===== config.mk =====
export PLATFORM = sky130hd
export DESIGN_NAME = dac_spi_tx
export DESIGN_NICKNAME = d
export VERILOG_FILES = /design/src/rtl/dac_spi_tx.sv
export SDC_FILE = /design/constraint.sdc
export NUM_CORES = 1
export LEC_CHECK = 0
export ABC_CLOCK_PERIOD_IN_PS = 5000
export CORE_UTILIZATION = 58
export CTS_CLUSTER_SIZE = 12
export DETAILED_ROUTE_END_ITERATION = 12
export PLACE_DENSITY = 0.89
export SLEW_MARGIN = 5
export SYNTH_ARGS = -nofsm -noshare
export SYNTH_HDL_FRONTEND = slang
export SYNTH_SLANG_ARGS = --single-unit
export TNS_END_PERCENT = 20

===== constraint.sdc =====
create_clock -name clk -period 5 [get_ports clk]
set_clock_uncertainty 0.1 [all_clocks]
set_input_delay 1 -clock clk [delete_from_list [all_inputs] [get_ports clk]]
set_output_delay 1 -clock clk [all_outputs]
set_load 0.02 [all_outputs]

===== src/rtl/dac_spi_tx.sv =====
// dac_spi_tx: serialises a 16-bit sample MSB-first to an AD5541A-style SPI DAC, then pulses LDAC
module dac_spi_tx #(
  parameter int CLK_DIV  = 1,
  parameter int FLIP_MSB = 0
) (
  input  logic        clk,
  input  logic        rst_n,
  input  logic [15:0] sig,
  input  logic        sig_valid,
  output logic        sig_ready,
  output logic        dac_cs_n,
  output logic        dac_sclk,
  output logic        dac_din,
  output logic        dac_ldac_n,
  output logic        done
);
  typedef enum logic [2:0] {IDLE, SETUP, SHIFT, CSHOLD, LOAD} state_t;
  localparam logic [7:0] LAST   = 8'(CLK_DIV - 1);
  localparam logic [7:0] PENULT = 8'(CLK_DIV - 2);
  localparam logic       FLIP   = 1'(FLIP_MSB);
  state_t      state;
  logic [7:0]  div_cnt;
  logic [3:0]  bit_cnt;
  logic [15:0] shreg;
  logic        last;
  assign last = div_cnt == LAST;
  always_ff @(posedge clk) begin
    if (!rst_n) begin
      state      <= IDLE;
      div_cnt    <= 8'd0;
      bit_cnt    <= 4'd0;
      shreg      <= 16'd0;
      sig_ready  <= 1'b0;
      dac_cs_n   <= 1'b1;
      dac_sclk   <= 1'b0;
      dac_din    <= 1'b0;
      dac_ldac_n <= 1'b1;
      done       <= 1'b0;
    end else begin
      done    <= 1'b0;
      div_cnt <= (state == IDLE || last) ? 8'd0 : div_cnt + 8'd1;
      case (state)
        IDLE: begin
          sig_ready <= 1'b1;
          if (sig_valid && sig_ready) begin
            shreg     <= {sig[15] ^ FLIP, sig[14:0]};
            dac_din   <= sig[15] ^ FLIP;
            sig_ready <= 1'b0;
            dac_cs_n  <= 1'b0;
            state     <= SETUP;
          end
        end
        SETUP: begin
          if (last) begin
            dac_sclk <= 1'b1;
            state    <= SHIFT;
          end
        end
        SHIFT: begin
          if (last && dac_sclk) begin
            dac_sclk <= 1'b0;
            dac_din  <= shreg[14];
            shreg    <= {shreg[14:0], 1'b0};
          end else if (last) begin
            bit_cnt  <= bit_cnt + 4'd1;
            dac_sclk <= bit_cnt != 4'd15;
            dac_cs_n <= bit_cnt == 4'd15;
            state    <= bit_cnt == 4'd15 ? CSHOLD : SHIFT;
          end
        end
        CSHOLD: begin
          if (last) begin
            dac_ldac_n <= 1'b0;
            done       <= CLK_DIV == 1;
            state      <= LOAD;
          end
        end
        LOAD: begin
          if (last) begin
            dac_ldac_n <= 1'b1;
            sig_ready  <= 1'b1;
            state      <= IDLE;
          end else begin
            done <= div_cnt == PENULT;
          end
        end
        default: state <= IDLE;
      endcase
    end
  end
endmodule

* Word-level counts from Yosys, hierarchy flattened
Index checks and enable logic that the tools add are counted.
** Cells by class
- Add/sub/neg operators :: 2
- Multiply operators :: 0
- Divide/modulo/power cells :: 0
- Order comparisons :: 0
- Equal/unequal tests :: 15
- Shifts and indexed selects :: 0
- Multiplexer cells :: 29
- Bitwise gates (word level) :: 2
- Reductions and logical operators :: 17
** Operators with widths (count)
- $mux W15 :: 2
- $pmux W15 S2 :: 1
- $mux W3 :: 6
- $pmux W3 S5 :: 1
- $mux W1 :: 13
- $ne A2 B2 Y1 const B :: 6
- $pmux W1 S2 :: 6
- $reduce_and A3 Y1 :: 4
- $add A8 B1 Y8 const B :: 1
- $eq A8 B8 Y1 const B :: 1
- $logic_not A8 Y1 :: 1
- $reduce_bool A2 Y1 :: 4
- $eq A3 B2 Y1 const B :: 2
- $reduce_and A6 Y1 :: 1
- $add A4 B1 Y4 const B :: 1
- $eq A4 B4 Y1 const B :: 1
- $ne A4 B4 Y1 const B :: 1
- $reduce_and A4 Y1 :: 1
- $eq A3 B1 Y1 const B :: 1
- $eq A3 B3 Y1 const B :: 1
- $logic_not A3 Y1 :: 1
- $ne A3 B3 Y1 const B :: 1
- $logic_and A1 B1 Y1 :: 2
- $ne A2 B1 Y1 const B :: 1
- other kinds (4) :: 5
** Storage, ports and cells
- Flip-flop bits (word level) :: 36
- Latch bits :: 0
- Bits in writable memories :: 0
- Bits in read-only memories :: 0
- Logic and storage cells :: 75
- Memories kept :: 0

* Longest topological paths before layout
- Word-level depth :: 5
- Mapped depth :: 8

* Worst setup path after synthesis
OpenSTA, ideal clock, no wires.
- Kind :: input -> register
- Start :: input port sig_valid
- End :: register dac_din
- Data arrival time :: 1786 ps
- Slack :: 2997 ps
- Stages on the path :: 6
- Buffers on the path :: 2
- Path through :: nand2_1 > nor2_1 > or2_1 > buf_2 > buf_2 > o211a_1
** Between the ends
- Longest elaborated chain between the ends :: 3
** RTL lines
- from (decl) :: line 9 : input logic sig_valid,
- $logic_and A1 B1 Y1 :: line 45 : if (sig_valid && sig_ready) begin
- $ne A2 B1 Y1 (no source line)
- $reduce_and A3 Y1 (no source line)
- to (signal assigned) :: line 47 : dac_din <= sig[15] ^ FLIP;
- to (signal assigned) :: line 62 : dac_din <= shreg[14];
- to (decl) :: line 13 : output logic dac_din,
No other way between the ends.
A chain may end at the register's enable or synchronous reset.

* Worst setup path after layout
- Start :: input port rst_n
- End :: register div_cnt[0]
** Between the ends
- Longest elaborated chain between the ends :: 2
** RTL lines
- from (decl) :: line 7 : input logic rst_n,
- $not A1 Y1 (no source line)
- $reduce_or A2 Y1 (no source line)
- to (signal assigned) :: line 41 : div_cnt <= (state == IDLE || last) ? 8'd0 : div_cnt + 8'd1;
- to (decl) :: line 22 : logic [7:0] div_cnt;
No other way between the ends.

==> summary.txt <==
Run status
  • Status: finished clean

Timing
  • Post-Route Setup TNS: 0 ns
  • Slew @ Worst Pin: 1.11 ns
  • Final hold slack: 0.377 ns
  • Slew Limit Fails: 0
  • Final Cycle Share: 0.551
  • Final-report hold violation count: 0
  • FMAX: 363 MHz
  • Slew Limit Headroom: 0.257
  • Endpoints failing setup: 0
  • Min Clock Period, post-route: 2.75 ns
  • Unrepaired setup endpoints after global routing: false

Synthesis
  • Async S/R FF share, synth: 0
  • Post-Syn Nets: 210
  • Ys Warns: 0
  • Yosys cell types: 38
  • List of most frequent post-synthesis cells: dfxtp_1, mux2i_1, o21ai_0
  • Seq/Total Area, Yosys: 0.405
  • Mapped Area: 1780 sq um
  • Post-synth top area cell: dfxtp_1
  • Dominant synthesized flop cell: dfxtp_1
  • Syn Inst Count: 188
  • Synth Area per Inst: 9.47 sq um
  • Top-area cell type share of the netlist area: 0.405
  • Area contributors post-synth: dfxtp_1, mux2i_1, o211a_1
  • Post-synth EDFFs: 0
  • Most numerous cell in the Yosys netlist: dfxtp_1
  • Flops & latches, synth: 36

GRT
  • Gr busiest metal: met2
  • Grt ovf: 0
  • Met1 Use GR: 0.276
  • First-pass GRT wire length: 5670 um
  • Initial antenna violation count: 0
  • GR met2 Demand/Resource: 0.367
  • Global Route Usage Sum: 0.225
  • Grt met3 use: 0.0476
  • Largest net degree at the start of global routing: 36
  • Vias in the first global route: 1342

Worst setup path
  • Reg-to-Reg Start: div_cnt[0]
  • CP cell instances: clkdlybuf4s50_1, nand3_1, nor2_1
  • Worst reg2reg path depth: 6
  • CP required: 5.17 ns
  • CP top delay family: buffers and inverters
  • CP max stage delay: 1.21 ns
  • Crit-path slowest cell: clkdlybuf4s50_1
  • CP arrival: 2.93 ns
  • Flop2flop setup slack: 2.61 ns
  • Reg2reg end: shreg[0]
  • Setup CP Type: in -> reg
  • Worst setup EP type: flop
  • Crit path launch type: input pin
  • Crit path buffers/inverters: 1
  • CP Max Fanout: 35

Route
  • Antenna viol nets, final: 0
  • 1st-iter DRT viols: 83
  • Via count: 1442
  • Pre-antenna DRT Iters: 4
  • Routed len/inst: 14.6 um
  • DRC viols: 0
  • WL final: 3460 um
  • Vias per cell: 6.06

Clock tree
  • Post-CTS Hold Fix Bufs: 0
  • Clock root cell: clkbuf_4
  • CTS tree: done
  • Clk slew on worst S/H paths: 0.10 ns
  • CTS Buf Count: 5
  • # resized after CTS: 0
  • CTS Sinks: 36
  • Setup repair bufs after CTS: 0
  • Bufs on Longest Clock Path: 2
  • Number of H-tree levels: 2
  • Worst-Skew Late Latency: 0.35 ns

Floorplanning
  • Placement Rows: 19
  • Die area: 3300 sq um
  • Initial Util: 0.629
  • # IOs: 25
  • Die X: 57.4 um
  • Core area: 2830 sq um
  • Height of the die: 57.4 um

Min path
  • Sink of the worst hold path: shreg[0]
  • Hold path start: shreg[0]
  • Hold Path Class: reg -> reg
  • Hold Crit Depth: 2

Flow run
  • Max_cap viols: 0

Place
  • HPWL after DPL: 2370 um
  • PortBufs: 24
  • Placer Congestion: 0.798

Pwr
  • VDD IR-drop max: 0.000277 V
  • P_leak: 1.04 nW
  • PwrDens: 415 nW/um^2

Final layout
  • Layout cell share with drive strength beyond 1: 0.0580
  • Multi-input logic area: 978 sq um
  • Area Growth Syn to Fin: 16.0%
  • Nets: 228
  • Fillers: 214
  • Diodes inserted: 0
  • Sequential cell area: 721 sq um
[routing by layer]
layer | share of wire | routed length, um
met5 | 0 | 0
met4 | 0.021 | 73
met3 | 0.052 | 179
met2 | 0.48 | 1650
met1 | 0.45 | 1570
[stage by stage]
step	worst slack [ns]	area, sq um	instances	total power (W)	utilization
final	2.25	2070	238	0.000857	0.730
after global routing	2.03	2070	238	0.000899	0.730
after CTS	2.24	2070	238	0.000860	0.730
after detailed placement	1.87	2000	230	0.000696	0.709
after global placement	1.98	2000	230	0.000687	0.709
after floorplan	3.00	1780	188	0.000621	-
[cells by family (layout without fill, tap and decap cells)]
| logic type | after synthesis | in the layout | share of synthesized area |
|---|---|---|---|
| buffers and inverters | 19 | 38 | 0.0457 |
| AOI/OAI and AO/OA | 44 | 44 | 0.178 |
| xor gates and xnor gates | 8 | 8 | 0.0393 |
| and+or+nand+nor | 57 | 57 | 0.193 |
| DFF | 36 | 36 | 0.405 |
| muxes | 21 | 21 | 0.118 |
| adders and majority gates | 3 | 3 | 0.0211 |
[worst max path at each step]
stage	to	slack, ns	cells after the start	startpoint
2_1_floorplan	dac_din	3.00	6	sig_valid
3_3_place_gp	div_cnt[5]	1.98	3	rst_n
3_5_place_dp	div_cnt[5]	1.87	3	rst_n
4_1_cts	div_cnt[5]	2.24	3	rst_n
5_1_grt	div_cnt[5]	2.03	3	rst_n
6_report	div_cnt[0]	2.25	3	rst_n
[cells in the final DEF, fill, tap and decap left out, types with 4 or more instances in the layout]
cell / instances
clkbuf_4: 5
nand3_1: 5
dfxtp_1: 36
nand4_1: 4
inv_1: 5
clkdlybuf4s50_1: 24
nor2_1: 11
nand2_1: 11
o21ai_0: 18
xor2_1: 4
mux2i_1: 21
o211a_1: 16
xnor2_1: 4
[area by class of cell]
cell class | instances | share of cell area
clock inverter | 2 | 0.00485
clock buffer | 6 | 0.0248
timing repair buffer | 25 | 0.120
sequential | 36 | 0.349
multi-input combinational | 133 | 0.474
tap | 31 | 0.0188
inverter | 5 | 0.00909
[worst reg2reg max path: cells and delay by family (launching register included)]
| family | cells | cell delay [ns] |
|---|---|---|
| buf+inv | 1 | 0.07 |
| simple gates | 3 | 1.43 |
| compound gates | 1 | 0.17 |
| fa+ha+maj | 1 | 0.15 |
| flops | 1 | 0.36 |
[sequential cells by signal, indices dropped and copies added (netlist names), 3 cells and up]
name and count:
state 3, shreg 15, div_cnt 8, bit_cnt 4
[power by group]
part           leakage [nW]  switching (W)  internal, W
combinational         0.708       0.000142     0.000150
sequential            0.293      0.0000545     0.000346
clock                0.0380      0.0000973    0.0000669
Power figures use the tool's default switching activity.
